$ cat config.mk
export PLATFORM = sky130hd
export DESIGN_NAME = halt_ctrl
export DESIGN_NICKNAME = d
export VERILOG_FILES = /design/src/rtl/halt_ctrl.sv
export SDC_FILE = /design/constraint.sdc
export NUM_CORES = 1
export LEC_CHECK = 0
export CAP_MARGIN = 20
export CORE_ASPECT_RATIO = 1.4
export CORE_MARGIN = 2
export CORE_UTILIZATION = 39
export CTS_CLUSTER_SIZE = 16
export DETAILED_ROUTE_END_ITERATION = 7
export GPL_TIMING_DRIVEN = 0
export HOLD_SLACK_MARGIN = 0.06
export PLACE_DENSITY = 0.76
export SYNTH_ARGS = -nofsm -noshare
export SYNTH_HDL_FRONTEND = slang
export SYNTH_SLANG_ARGS = --single-unit
export TNS_END_PERCENT = 30
$ cat constraint.sdc
create_clock -name clk -period 2 [get_ports clk]
set_clock_uncertainty 0.05 [all_clocks]
set_input_delay 0.5 -clock clk [delete_from_list [all_inputs] [get_ports clk]]
set_output_delay 0.5 -clock clk [all_outputs]
set_load 0.03 [all_outputs]
$ cat src/rtl/halt_ctrl.sv
// Halt controller: snoops core stores to the tohost word, drains, then freezes the core and reports pass/fail.
// Optional watchdog timeout is compiled in when HALT_WDOG_EN is defined.
module halt_ctrl #(
    parameter logic [31:0] TOHOST_ADDR  = 32'h0000_1000,
    parameter int          DRAIN_CYCLES = 4,
    parameter int          CNT_W        = 32,
    parameter int          TIMEOUT      = 10000
) (
    input  logic             clk,
    input  logic             rst,
    input  logic             mem_wen,
    input  logic [31:0]      mem_addr,
    input  logic [31:0]      mem_wdata,
    output logic             halt,
    output logic             done,
    output logic             pass,
    output logic [30:0]      exit_code,
    output logic [CNT_W-1:0] cycle_count
);

    localparam logic [1:0] ST_RUN    = 2'd0;
    localparam logic [1:0] ST_DRAIN  = 2'd1;
    localparam logic [1:0] ST_HALTED = 2'd2;

    localparam int          DW          = (DRAIN_CYCLES > 1) ? $clog2(DRAIN_CYCLES) : 1;
    localparam logic [DW-1:0] DRAIN_LAST = DW'(DRAIN_CYCLES - 1);
    localparam logic [29:0] TOHOST_WORD = TOHOST_ADDR[31:2];

    logic [1:0]       state_r;
    logic [DW-1:0]    drain_cnt_r;
    logic [CNT_W-1:0] cycle_count_r;
    logic [30:0]      exit_code_r;
    logic             pass_next_r;
    logic             halt_r;
    logic             done_r;
    logic             pass_r;

    logic             exit_hit_s;
    logic             wdog_hit_s;
    logic             unused_addr_s;

    // Byte-lane bits of the address do not select a different word.
    assign unused_addr_s = ^mem_addr[1:0];

    assign exit_hit_s = mem_wen && (mem_addr[31:2] == TOHOST_WORD) && mem_wdata[0];

`ifdef HALT_WDOG_EN
    assign wdog_hit_s = (cycle_count_r == CNT_W'(TIMEOUT - 1));
`else
    // Without the watchdog this comparison is constant false.
    assign wdog_hit_s = (TIMEOUT < 0);
`endif

    // Main FSM: count run cycles, capture the first exit, drain, then hold halt.
    always_ff @(posedge clk) begin
        if (rst) begin
            state_r       <= ST_RUN;
            drain_cnt_r   <= '0;
            cycle_count_r <= '0;
            exit_code_r   <= 31'd0;
            pass_next_r   <= 1'b0;
            halt_r        <= 1'b0;
            done_r        <= 1'b0;
            pass_r        <= 1'b0;
        end else begin
            done_r <= 1'b0;
            case (state_r)
                ST_RUN: begin
                    if (exit_hit_s) begin
                        exit_code_r <= mem_wdata[31:1];
                        pass_next_r <= (mem_wdata[31:1] == 31'd0);
                        drain_cnt_r <= '0;
                        state_r     <= ST_DRAIN;
                    end else if (wdog_hit_s) begin
                        exit_code_r <= 31'h7FFF_FFFF;
                        pass_next_r <= 1'b0;
                        drain_cnt_r <= '0;
                        state_r     <= ST_DRAIN;
                    end else begin
                        cycle_count_r <= cycle_count_r + {{(CNT_W-1){1'b0}}, 1'b1};
                    end
                end
                ST_DRAIN: begin
                    if (drain_cnt_r == DRAIN_LAST) begin
                        state_r <= ST_HALTED;
                        halt_r  <= 1'b1;
                        done_r  <= 1'b1;
                        pass_r  <= pass_next_r;
                    end else begin
                        drain_cnt_r <= drain_cnt_r + {{(DW-1){1'b0}}, 1'b1};
                    end
                end
                ST_HALTED: begin
                    halt_r <= 1'b1;
                    pass_r <= pass_next_r;
                end
                default: begin
                    // An illegal encoding drops the core back to a clean run state.
                    state_r <= ST_RUN;
                    halt_r  <= 1'b0;
                    pass_r  <= 1'b0;
                end
            endcase
        end
    end

    assign halt        = halt_r;
    assign done        = done_r;
    assign pass        = pass_r;
    assign exit_code   = exit_code_r;
    assign cycle_count = cycle_count_r;

endmodule

* Word level (Yosys, flattened, before mapping) *
Index checks and enable logic that the tools add are counted.

storage, ports and cells
  register bits = 71
  input port bits = 67
  output and inout bits = 66
  logic and storage cells = 43

operators by class
  add/sub/neg operators = 2
  eq/ne operators = 7
  mux-type cells = 11
  bitwise operators = 4
  reduce and logical (&&, ||, !) cells = 11

operator list
  cell                                              count
  adder 32 x 1 -> 32 bit (second input constant)    1
  logical NOT 31 bit                                1
  == test 30 x 11 -> 1 bit (second input constant)  1
  two-way mux 2 bit                                 4
  inequality test 2 bit (second input constant)     3
  one-hot mux 1 bit (3 select lines)                2
  one-hot mux 2 bit (3 select lines)                1
  AND reduction 2 bit                               3
  AND reduction 3 bit                               2
  == test 2 bit (second input constant)             2
  inverter 1 bit                                    4
  one-hot mux 2 bit (2 select lines)                1
  two-way mux 1 bit                                 3
  adder 2 x 1 -> 2 bit (second input constant)      1
  == test 2 x 1 -> 1 bit (second input constant)    1
  logical AND 1 bit                                 2
  logical NOT 2 bit                                 1
  nonzero test 2 bit                                1
  OR reduction 2 bit                                1

* Depth between registers and ports, before layout *
  depth after elaboration = 5
  mapped depth = 8
  depth with buffers taken out = 7

* Worst setup path after synthesis *
Ideal clock, no wire load.

  path type = input -> register
  start point = in mem_addr[20]
  end point = reg exit_code_r[25] (netlist: exit_code[25])
  library setup time = 128 ps
  arrival = 1839 ps
  required time = 1822 ps
  path slack = -16 ps
  cell stages on the path = 6
  buffers on the path = 1
  path through = nor4_1 > nand4_2 > nor3_4 > buf_6 > mux2i_1 > nor2_1

between the ends
  word-level cells in the longest chain between the ends = 4

RTL lines
  item                             RTL line  text
  from (decl)                      12        input logic [31:0] mem_addr,
  == test 30 x 11 -> 1 bit         45        assign exit_hit_s = mem_wen && (mem_addr[31:2] == TOHOST_WORD) && mem_wdata[0];
  logical AND 1 bit (2 in series)  45
  AND reduction 2 bit (no line)    n/a
  to (signal assigned)             70        exit_code_r <= mem_wdata[31:1];
  to (decl)                        32        logic [30:0] exit_code_r;

Every way passes these cells.
A chain may end at the register's enable or synchronous reset.

* Final worst setup path *
  start point = in mem_addr[15]
  end point = reg cycle_count_r[19] (netlist: cycle_count[19])

between the ends
  word-level cells in the longest chain between the ends = 5

RTL lines
  item                             RTL line  text
  == test 30 x 11 -> 1 bit         45
  logical AND 1 bit (2 in series)  45
  inverter 1 bit (no line)         n/a
  AND reduction 2 bit (no line)    n/a
  to (signal assigned)             80        cycle_count_r <= cycle_count_r + {{(CNT_W-1){1'b0}}, 1'b1};
  to (decl)                        31        logic [CNT_W-1:0] cycle_count_r;

Every way passes these cells.

==> flow_metrics.tcl <==
set metrics [dict create \
    dr.first_iter.drc_count 248 \
    whs_path_depth 2 \
    area_growth_syn_to_layout_pct 63.9 \
    hold_violations 0 \
    crit_path_cell_trace "dlygate4sd2_1 > nor4b_4 > nand4_2 > buf_6 > o211ai_1 > buf_4 > buf_6 > xnor2_2 > nor2_1" \
    worst_hold_path_type "flop to flop" \
    synth_compound_area_share_pct 11.2 \
    synthXorXnorAreaFrac_pct 3.60 \
    r2r_cells 8 \
    violations "negative setup slack" \
    share_comb_of_total_power_pct 10.2 \
    floorplan.die.width_um 80.1 \
    regToRegSetupSlack_ns -0.01 \
    drc_errors 0 \
    dp.cells 576 \
    num_io_pins 133 \
    critical_path_class "input port to flop" \
    gr-max-usage-layer "met2" \
    rows 38 \
    post-route-min-period_ns 2.03 \
    fp.dieArea_um2 8860 \
    post_synth_simple_gate_area_pct 23.4 \
    crit_fanout 7 \
    cts_hold_repair.buffers 0 \
    cts.sinks 71 \
    maxSlewHeadroom_pct 60.2 \
    route.vias.total 3307 \
    synth_fa_ha_area_share_pct 2.37 \
    antenna_found_initial 0 \
    power_report.internal_total_mw 2.16 \
    drtPass1Iterations 6 \
    post_route_cells_drive_above_1_share_pct 16.5 \
    synth-warning-count 0 \
    critical_path.startpoint_type "input port" \
    gp_congestion 0.836 \
    die_h_um 111 \
    critPathMaxStageDelay_ns 0.38 \
    cts_made_buffers 9 \
    largest_net_degree_at_the_start_of_global_routing 12 \
    post-place-ws_ns -0.746 \
    synth-seq-cells 71 \
    max-cap-violations 0 \
    synthesis.area_um2 3160 \
    post_drt_wl_per_cell_um 15.3 \
    postSynthCellCount 346 \
    total_core_area_um2 7800 \
    power.share.switching_pct 24.0 \
    critical_path.slowest_cell "o211ai_1" \
    worst-endpoint-required_ns 2.17 \
    netSwitchingPower_uw 681 \
    critical_path.n_buffers_inverters 4 \
    wire_length_of_the_first_global_routing_pass_um 14600 \
    grt_use_met2_pct 35.2 \
    timing.critical_path.max_delay_family "buffers and inverters" \
    endpoint_kind "flop" \
    final_cells 616 \
    grt_overflow_total 0 \
    finalHoldWorstSlack_ns 0.439 \
    avgViaCountPerCell 5.37 \
    antenna-diode-count 0 \
    slew_viol_final 0 \
    worst_r2r_endpoint "cycle_count[23]" \
    tightestPinTransition_ns 0.592 \
    power-per-cell-area_nw_per_um2 548 \
    drt_wl_total_um 9450 \
    clk_transition_reported_paths_ns 0.08 \
    later_pin_clock_latency_in_the_skew_report_ns 0.34 \
    finish_stage_setup_viols 3 \
    yosysTopAreaCellShare_pct 44.9 \
    regToRegStartpoint "state_r[1]" \
    hpwl_detailed_um 6600 \
    port-buffer-count 130 \
    synth.lib_cells_used.distinct 40 \
    max-clock-path-buffers 2 \
    synth.mux.area_fraction_pct 10.8 \
    grt_pass1_vias 3157 \
    global_route.usage.total_pct 20.5 \
    start_util_pct 40.6 \
    timing.final.ws_setup_ns -0.0274 \
    max_freq_mhz 493 \
    min_to "drain_cnt_r[1]" \
    final_antenna_net_count 0 \
    use_met3_pct 8.09 \
    power.clock.fraction_pct 39.0 \
    outcome "complete, but fails checks" \
    postSynthNetCount 419 \
    final.period_utilization_pct 101 \
    leakage_nw 2.10 \
    crit_arrival_ns 2.20 \
    cts_htree_levels 3 \
    cp_common_cell "buf_6" \
    fin_setup_tns_ns -0.0451 \
    worst_hold_startpoint "drain_cnt_r[1]" \
    finish.net_count 584 \
    synth.area.top_cells "dfxtp_1 45%, mux2i_1 10%, nor2_1 6.8%" \
    seq_power_share_pct 50.8 \
    met1_usage_pct 22.8 \
    vdd.ir_drop.worst_uv 406 \
    tritoncts "yes" \
    synth_area_per_cell_um2 9.15 \
    synth_top_family_by_area "simple AND/OR/NAND/NOR gates" \
    synth_sequential_area_ratio_pct 44.9 \
    synth_largest_area_cell "dfxtp_1" \
    path_depth 9 \
    unrepaired_setup_endpoints_after_global_routing "yes" \
    cts_root_buffer "clkbuf_8" \
]
[power groups by stage]
stage | clock, mW | sequential (mW) | combinational (mW)
floorplan | 0 | 1.49 | 0.0787
global placement | 0 | 1.47 | 0.279
detailed placement | 0 | 1.47 | 0.284
CTS | 1.13 | 1.44 | 0.270
global route | 1.19 | 1.44 | 0.313
finish | 1.11 | 1.44 | 0.290
[per-layer routing]
| layer | vias up | share of wire, % | routed length, µm |
|---|---|---|---|
| met5 | - | 0 | 0 |
| met4 | 0 | 1.4 | 133 |
| met3 | 13 | 9.1 | 859 |
| met2 | 142 | 51 | 4780 |
| met1 | 1567 | 39 | 3680 |
| li1 | 1585 | - | - |
[registers in the layout, summed over array words and instances (netlist names)]
| name | count |
|---|---|
| pass | 1 |
| exit_code | 31 |
| drain_cnt_r | 2 |
| cycle_count | 32 |
| state_r | 2 |
| done | 1 |
| pass_next_r | 1 |
| halt | 1 |
[metrics by stage]
step           instance area (µm²)  power [mW]  util, %
6_report                      5190        2.84     66.5
5_1_grt                       5190        2.95     66.5
4_1_cts                       4960        2.84     63.6
3_5_place_dp                  4600        1.76     59.0
3_3_place_gp                  4600        1.75     59.0
2_1_floorplan                 3180        1.57        -
[cell type report]
cell class	count	area, µm²
multi-input cells	251	1800
clock buffers	14	183
plain buffers	16	115
repair buffers	154	1500
well taps	100	125
clock inverters	2	12.5
fillers	648	2610
flip-flops and latches	71	1430
inverters	8	30.0
[Yosys cell counts (all sizes together)]
cell type,count
a21o,1
a21oi,21
a31oi,1
and2,1
and3,4
and4,1
buf,5
clkbuf,11
dfxtp,71
ha,6
inv,8
mux2,2
mux2i,32
nand2,12
nand3,8
nand4,12
nand4b,1
nor2,57
nor2b,3
nor3,7
nor4,14
nor4b,3
o2111ai,7
o211ai,6
o21a,1
o21ai,21
o31ai,1
or3,14
or4,2
xnor2,2
xor2,11
[tightest hold or removal path: stages (launching register included)]
cell and delay (ns):
dfxtp_1 0.32, o21ai_0 0.07, a21oi_1 0.06
[placed cells by master, fill, tap and decap left out, types with 6 or more instances in the layout]
cell	netlist	layout
a21oi_1	21	19
buf_4	0	19
buf_6	3	6
clkbuf_1	10	8
clkbuf_8	0	13
clkdlybuf4s15_1	0	9
clkdlybuf4s50_1	0	70
dfxtp_1	71	66
dlygate4sd2_1	0	39
dlymetal6s2s_1	0	10
inv_1	8	6
mux2i_1	32	31
nand2_1	12	12
nand3_1	8	7
nand4_1	9	9
nor2_1	57	56
nor4_1	13	8
o21ai_0	20	20
or3_1	14	12
xor2_1	11	11
[worst max path at each step]
stage	slack (ns)	end	startpoint
4_1_cts	-0.03	cycle_count[22]	state_r[0]
3_5_place_dp	-0.75	exit_code[10]	mem_addr[4]
6_report	-0.03	cycle_count[19]	mem_addr[15]
5_1_grt	-0.11	cycle_count[17]	state_r[1]
3_3_place_gp	-0.65	exit_code[10]	mem_addr[27]
2_1_floorplan	0.008	exit_code[25]	mem_addr[27]
[repair_timing]
action,4_1_cts,5_1_grt
cloned,2,1
resized for setup,74,53
pin swaps,9,22
buffers inserted,8,14
setup endpoints to repair,85,69
[cells by family (layout without fill, tap and decap cells)]
logic type                 Yosys count  count (layout)
and+or+nand+nor                    139             139
DFF                                 71              71
AOI/OAI and AO/OA                   59              59
muxes                               34              34
buffers and inverters               24             194
xor gates and xnor gates            13              13
adders and majority gates            6               6
No activity file was read; power rests on OpenSTA's default activity.
